$ cat src/rtl/time_entry_encoder.sv
// ---------------------------------------------------------------------------
// time_entry_encoder
//
// Purpose:
//   Writer side of the MM:SS digit interface. Collects four BCD digits
//   (minutes tens, minutes units, seconds tens, seconds units), validates each
//   one against its position, converts MM and SS to binary and offers them to
//   the minutes/seconds counters over a valid/ready load handshake. The digits
//   being entered are echoed for display.
//
// Configuration macro:
//   TIME_ENTRY_BACKSPACE_EN - when defined, adds the 'backspace' strobe input
//                             (priority below enter) that removes the last
//                             entered digit.
//
// Ports:
//   clk           in   1   system clock, single clock domain
//   reset         in   1   asynchronous, active-low reset
//   digit_valid   in   1   one-cycle strobe: digit is presented
//   digit         in   4   BCD digit, sampled when digit_valid=1
//   enter         in   1   one-cycle strobe: commit the entered time
//   cancel        in   1   one-cycle strobe: discard entry or pending offer
//   backspace     in   1   (TIME_ENTRY_BACKSPACE_EN only) remove last digit
//   load_ready    in   1   counters accept minutes/seconds this cycle
//   load_valid    out  1   minutes/seconds valid, held until accepted
//   minutes       out  6   binary minutes, 0..59
//   seconds       out  6   binary seconds, 0..59
//   entry_digits  out  16  {mD,mU,sD,sU} BCD echo; unentered digits read 0
//   cursor        out  3   index of next digit, 0..4
//   error         out  1   one-cycle pulse on rejected digit / illegal action
// ---------------------------------------------------------------------------
module time_entry_encoder #(
    parameter int unsigned MAX_TENS  = 5,
    parameter int unsigned MAX_UNITS = 9
) (
    input  logic        clk,
    input  logic        reset,
    input  logic        digit_valid,
    input  logic [3:0]  digit,
    input  logic        enter,
    input  logic        cancel,
`ifdef TIME_ENTRY_BACKSPACE_EN
    input  logic        backspace,
`endif
    input  logic        load_ready,
    output logic        load_valid,
    output logic [5:0]  minutes,
    output logic [5:0]  seconds,
    output logic [15:0] entry_digits,
    output logic [2:0]  cursor,
    output logic        error
);

    localparam logic [1:0] ST_ENTRY   = 2'd0;
    localparam logic [1:0] ST_FULL    = 2'd1;
    localparam logic [1:0] ST_CONVERT = 2'd2;
    localparam logic [1:0] ST_OFFER   = 2'd3;

    localparam logic [3:0] MAX_TENS_D  = 4'(MAX_TENS);
    localparam logic [3:0] MAX_UNITS_D = 4'(MAX_UNITS);

    logic [1:0]  state_q, state_d;
    logic [2:0]  cursor_q, cursor_d;
    logic [15:0] entry_digits_q, entry_digits_d;
    logic [5:0]  minutes_q, minutes_d;
    logic [5:0]  seconds_q, seconds_d;
    logic        load_valid_q, load_valid_d;
    logic        error_q, error_d;

    logic        bksp;
    logic [3:0]  digit_limit;
    logic [5:0]  m_tens, m_units, s_tens, s_units;
    logic [1:0]  bksp_pos;

`ifdef TIME_ENTRY_BACKSPACE_EN
    assign bksp = backspace;
`else
    assign bksp = 1'b0;
`endif

    // Even cursor positions hold tens digits, odd positions hold units digits.
    assign digit_limit = cursor_q[0] ? MAX_UNITS_D : MAX_TENS_D;
    assign bksp_pos    = 2'(cursor_q - 3'd1);

    assign m_tens  = {2'b00, entry_digits_q[15:12]};
    assign m_units = {2'b00, entry_digits_q[11:8]};
    assign s_tens  = {2'b00, entry_digits_q[7:4]};
    assign s_units = {2'b00, entry_digits_q[3:0]};

    always_comb begin
        state_d        = state_q;
        cursor_d       = cursor_q;
        entry_digits_d = entry_digits_q;
        minutes_d      = minutes_q;
        seconds_d      = seconds_q;
        load_valid_d   = load_valid_q;
        error_d        = 1'b0;

        case (state_q)
            ST_ENTRY, ST_FULL: begin
                if (cancel) begin
                    state_d        = ST_ENTRY;
                    cursor_d       = 3'd0;
                    entry_digits_d = 16'h0000;
                end else if (enter) begin
                    if (state_q == ST_FULL) state_d = ST_CONVERT;
                    else                    error_d = 1'b1;
                end else if (bksp) begin
                    if (cursor_q != 3'd0) begin
                        cursor_d = cursor_q - 3'd1;
                        state_d  = ST_ENTRY;
                        for (int i = 0; i < 4; i++) begin
                            if (bksp_pos == 2'(i)) entry_digits_d[4*(3-i) +: 4] = 4'h0;
                        end
                    end else begin
                        error_d = 1'b1;
                    end
                end else if (digit_valid && state_q == ST_ENTRY) begin
                    if (digit <= digit_limit) begin
                        for (int i = 0; i < 4; i++) begin
                            if (cursor_q[1:0] == 2'(i)) entry_digits_d[4*(3-i) +: 4] = digit;
                        end
                        cursor_d = cursor_q + 3'd1;
                        if (cursor_q == 3'd3) state_d = ST_FULL;
                    end else begin
                        error_d = 1'b1;
                    end
                end
            end

            ST_CONVERT: begin
                if (cancel) begin
                    state_d        = ST_ENTRY;
                    cursor_d       = 3'd0;
                    entry_digits_d = 16'h0000;
                end else begin
                    // x*10 as (x<<3)+(x<<1): shift-and-add, no multiplier.
                    minutes_d = (m_tens << 3) + (m_tens << 1) + m_units;
                    seconds_d = (s_tens << 3) + (s_tens << 1) + s_units;
                    state_d   = ST_OFFER;
                end
            end

            default: begin // ST_OFFER
                if (cancel) begin
                    // Cancel wins over a simultaneous load_ready: nothing transfers.
                    load_valid_d   = 1'b0;
                    state_d        = ST_ENTRY;
                    cursor_d       = 3'd0;
                    entry_digits_d = 16'h0000;
                end else if (!load_valid_q) begin
                    // First OFFER cycle raises valid once the converted values are registered.
                    load_valid_d = 1'b1;
                end else if (load_ready) begin
                    load_valid_d   = 1'b0;
                    state_d        = ST_ENTRY;
                    cursor_d       = 3'd0;
                    entry_digits_d = 16'h0000;
                end
            end
        endcase
    end

    always_ff @(posedge clk or negedge reset) begin
        if (!reset) begin
            state_q        <= ST_ENTRY;
            cursor_q       <= 3'd0;
            entry_digits_q <= 16'h0000;
            minutes_q      <= 6'd0;
            seconds_q      <= 6'd0;
            load_valid_q   <= 1'b0;
            error_q        <= 1'b0;
        end else begin
            state_q        <= state_d;
            cursor_q       <= cursor_d;
            entry_digits_q <= entry_digits_d;
            minutes_q      <= minutes_d;
            seconds_q      <= seconds_d;
            load_valid_q   <= load_valid_d;
            error_q        <= error_d;
        end
    end

    assign load_valid   = load_valid_q;
    assign minutes      = minutes_q;
    assign seconds      = seconds_q;
    assign entry_digits = entry_digits_q;
    assign cursor       = cursor_q;
    assign error        = error_q;

endmodule

$ cat config.mk
export PLATFORM = sky130hd
export DESIGN_NAME = time_entry_encoder
export DESIGN_NICKNAME = d
export VERILOG_FILES = /design/src/rtl/time_entry_encoder.sv
export SDC_FILE = /design/constraint.sdc
export NUM_CORES = 1
export LEC_CHECK = 0
export CORE_ASPECT_RATIO = 1.25
export CORE_UTILIZATION = 55
export DETAILED_ROUTE_END_ITERATION = 10
export PLACE_DENSITY = 0.88
export SLEW_MARGIN = 10
export SYNTH_ARGS = -nofsm -noshare
export SYNTH_HDL_FRONTEND = slang
export SYNTH_SLANG_ARGS = --single-unit
$ cat constraint.sdc
create_clock -name clk -period 4.5 [get_ports clk]
set_input_delay 1.125 -clock clk [delete_from_list [all_inputs] [get_ports clk]]
set_output_delay 1.125 -clock clk [all_outputs]
set_load 0.01 [all_outputs]
==> results.md <==
Placement:
- The cell area reported after detailed placement is 0.00246 mm^2.
- The final weighted congestion of routability-driven global placement is 0.798.
- The HPWL after detailed placement is 2.96 mm.
- The placed instance count is between 200 and 300.
- In this run the tool buffered the top-level ports with 42 buffer cells.

Final layout:
- The final-layout fill cell count is between 200 and 250.
- The total inserted antenna cells is 0.
- After the last flow step, the layout net total stands at 253.
- The total non-filler cell area in the finished layout is 0.00260 mm^2.
- Compared with the post-synthesis result, the final layout area differs by 28.3%.
- Summing all multi-input logic gate instances after layout gives 0.00106 mm^2.
- Excluding fillers, the count of instances in the completed layout stands at 260.
- The area used by sequential logic in the layout is about 900 um^2.
- The share of final-layout standard cells stronger than drive strength 1 is 0.0995.

Synthesis:
- The most frequently used flop master after synthesis is sky130_fd_sc_hd__dfrtp_1.
- The number of library cell types mapped by synthesis is 35.
- The commonest cells after synthesis are sky130_fd_sc_hd__dfrtp_1 (35), sky130_fd_sc_hd__nand2_1 (28), sky130_fd_sc_hd__ha_1 (19).
- Ranked by total cell area, the synthesized netlist is headed by sky130_fd_sc_hd__dfrtp_1 (43%), sky130_fd_sc_hd__ha_1 (12%), sky130_fd_sc_hd__mux2i_1 (7.9%).
- The area fraction of the dominant cell type after synthesis is 0.433.
- The flop and latch count out of synthesis is 35.
- The number of warning messages in the yosys log is 0.
- When the netlist entered floorplanning its net count stood at 209.
- The fraction of registers with async set or reset after synthesis is 1.00.
- The number of flops mapped to enable cells by yosys is 0.
- In the post-synthesis netlist, the cell with the most instances is sky130_fd_sc_hd__dfrtp_1.
- The post-synthesis sequential area ratio is 0.433.
- The average cell area after synthesis is 11.5 um^2.
- The post-synthesis instance total is 176.
- The post-synthesis instance area is 0.00202 mm^2.
- The synthesized design spends more area on one cell type than any other, namely sky130_fd_sc_hd__dfrtp_1.

Routing:
- The initial detailed-routing violation count is 85.
- The wire length reported by the detailed router is 3.97 mm.
- The detailed-routing iteration count for the pre-antenna-repair pass is 4.
- In this run the remaining antenna-violating nets after routing total 0.
- After detailed routing, the number of remaining DRC violations is 0.
- The routed length per placed instance is 15.3 um.
- Using the TritonRoute via totals, the vias-per-cell ratio works out to 5.53.
- The via count of the routed design is 1439.

STA:
- For the pin with the worst max-slew slack, the measured transition is ~0.66 ns.
- Setup repair after global routing left no endpoint under its margin.
- The maximum frequency from static timing analysis is about 340 MHz.
- For the finished layout, the period the worst path requires is 2.97 ns.
- The final setup violation count is 0.
- The worst slew margin relative to its limit is 0.558.
- The final hold slack is 0.476 ns.
- The number of hold violations in the final report is 0.
- Setup total negative slack on the finished layout was measured at 0 ns.
- The ratio of final minimum period to clock period is 0.660.
- The max-slew violation count is 0.
- The setup skew after layout is 0.00466 ns.

Setup path:
- The arrival time of the worst setup path is ~3.2 ns.
- Data on the critical path is required at its endpoint by between 4 and 5 ns.
- The launching point of the worst reg2reg path is cursor[0].
- Of all nets on the critical path, the largest fanout is 9.
- The category of the most critical setup path is input pin to flop.
- STA classifies the critical path endpoint as a flop.
- The worst setup path is launched from an input pin.
- In this run the worst setup path begins at digit[2].

Die:
- The number of rows created at floorplan is 24.
- The initial core utilization is 0.576.
- The x dimension of the die is about 56 um.
- The floorplan step defined a die boundary enclosing 0.00393 mm^2.
- The area of the core is 0.00351 mm^2.
- The die height is 69.8 um.
- The top-level port count is 43.

Worst hold path:
- The path type of the worst min-delay path is flop to flop.
- The worst hold path begins at minutes[4].

GRT:
- The number of global-route vias before repair was 1520.
- The global router's overall resource usage is 0.225.
- The number of antenna violations at the first check in global routing came to 0.
- Global routing finished with a remaining overflow of 0.
- The first global-routing pass estimated a little under 7 mm of wire.
- The maximum number of pins on one net before global-route repair is 36.

Power:
- The leakage power total is roughly 0.0012 uW.
- The worst IR drop on VDD is 0.411 mV.
- For this design the ratio of total power to cell area is 309 mW/mm^2.

Clock tree:
- Buffers added to address setup during post-CTS repair amount to 0.
- The number of instances resized during post-cts repair is 0.
- The clock sink count is 35.
- TritonCTS built the clock tree.
- Counting along the longest clock path gives a buffer depth of 2.
- Clock tree synthesis inserted a total of 5 buffers.
- After clock tree synthesis, the clock-pin slew on the worst setup and hold paths is 0.07 ns.
- The clock latency reported for the late side of the worst-skew pair is 0.29 ns.
- The cell sitting at the root of the clock tree is a sky130_fd_sc_hd__clkbuf_8.
- The maximum level of the CTS H-tree is 2.
- The cts-stage hold buffer count is 0.

Run:
- The tool flagged a number of max-cap violations equal to 0.

Run status:
- The flow ran to the end, and the final reports show no timing, DRC or antenna violations.
## final timing paths
kind | cells past startpoint | slack [ns] | to
worst max-delay path | 6 | 1.53 | cursor[1]
max in group asynchronous | 2 | 2.94 | state_q[0]
worst min-delay path | 2 | 0.48 | minutes[4]
worst max register to register | 6 | 2.31 | cursor[1]
worst min register to register | 2 | 0.48 | minutes[4]
min in group asynchronous | 2 | 1.25 | minutes[0]
## stage by stage
| step | power (uW) | setup WS [ns] | util |
|---|---|---|---|
| floorplan | 421 | 1.85 | - |
| global placement | 475 | 1.24 | 0.702 |
| detailed placement | 478 | 1.24 | 0.702 |
| CTS | 808 | 1.53 | 0.739 |
| global route | 833 | 1.42 | 0.739 |
| finish | 803 | 1.53 | 0.739 |
## sequential cells by signal (all words and copies together), names as in the netlist
register / cells
seconds: 6
error: 1
cursor: 3
minutes: 6
load_valid: 1
state_q: 2
entry_digits: 16
## layout make-up
cell class                 instances  area share
inverter                          13      0.0188
clock inverter                     2      0.0231
clock buffer                       6      0.0279
sequential                        35       0.337
timing repair buffer              43       0.165
tap                               39      0.0188
multi-input combinational        122       0.409
## routing by layer
layer | track usage | routed length, um
met1 | 0.258 | 1590
met5 | 0 | 0
met3 | 0.0410 | 151
met4 | 0.0949 | 71
met2 | 0.406 | 2160
## layout by cell type (no fill, tap or decap), types with 2 or more instances in the layout
cell type | Yosys | routed
sky130_fd_sc_hd__a21oi_1 | 4 | 4
sky130_fd_sc_hd__xor2_1 | 2 | 2
sky130_fd_sc_hd__nor2_1 | 6 | 6
sky130_fd_sc_hd__nor3_1 | 3 | 3
sky130_fd_sc_hd__xnor2_1 | 4 | 4
sky130_fd_sc_hd__inv_1 | 13 | 13
sky130_fd_sc_hd__o21ai_0 | 6 | 6
sky130_fd_sc_hd__nand2_1 | 28 | 28
sky130_fd_sc_hd__ha_1 | 19 | 19
sky130_fd_sc_hd__nor3b_4 | 5 | 5
sky130_fd_sc_hd__bufinv_16 | 0 | 2
sky130_fd_sc_hd__dfrtp_1 | 35 | 35
sky130_fd_sc_hd__fa_1 | 4 | 4
sky130_fd_sc_hd__clkbuf_8 | 0 | 5
sky130_fd_sc_hd__a21o_1 | 2 | 2
sky130_fd_sc_hd__o22ai_1 | 2 | 2
sky130_fd_sc_hd__clkdlybuf4s50_1 | 0 | 42
sky130_fd_sc_hd__mux2i_1 | 16 | 16
sky130_fd_sc_hd__mux2_2 | 6 | 6
## kinds of logic after synthesis
| group | share of synthesized area |
|---|---|
| mux | 0.112 |
| flops | 0.433 |
| fa+ha+maj | 0.157 |
| simple gates | 0.135 |
| xor+xnor | 0.0260 |
| compound gates | 0.0946 |
| buf+inv | 0.0420 |
## critical path, cell delays in order
cell and delay [ns]:
sky130_fd_sc_hd__clkdlybuf4s50_1 0.45, sky130_fd_sc_hd__ha_1 0.34, sky130_fd_sc_hd__a211oi_2 0.33, sky130_fd_sc_hd__o31ai_4 0.21
sky130_fd_sc_hd__or4_1 0.54, sky130_fd_sc_hd__o22ai_1 0.18
## power by group
part           switching (uW)  leakage, uW  total, uW  internal (uW)
sequential               18.7     0.000483        349            330
combinational            60.8     0.000614        123           61.8
clock                     110    0.0000654        331            221
total                     190      0.00116        803            613
(Power assumes the default switching activity.)
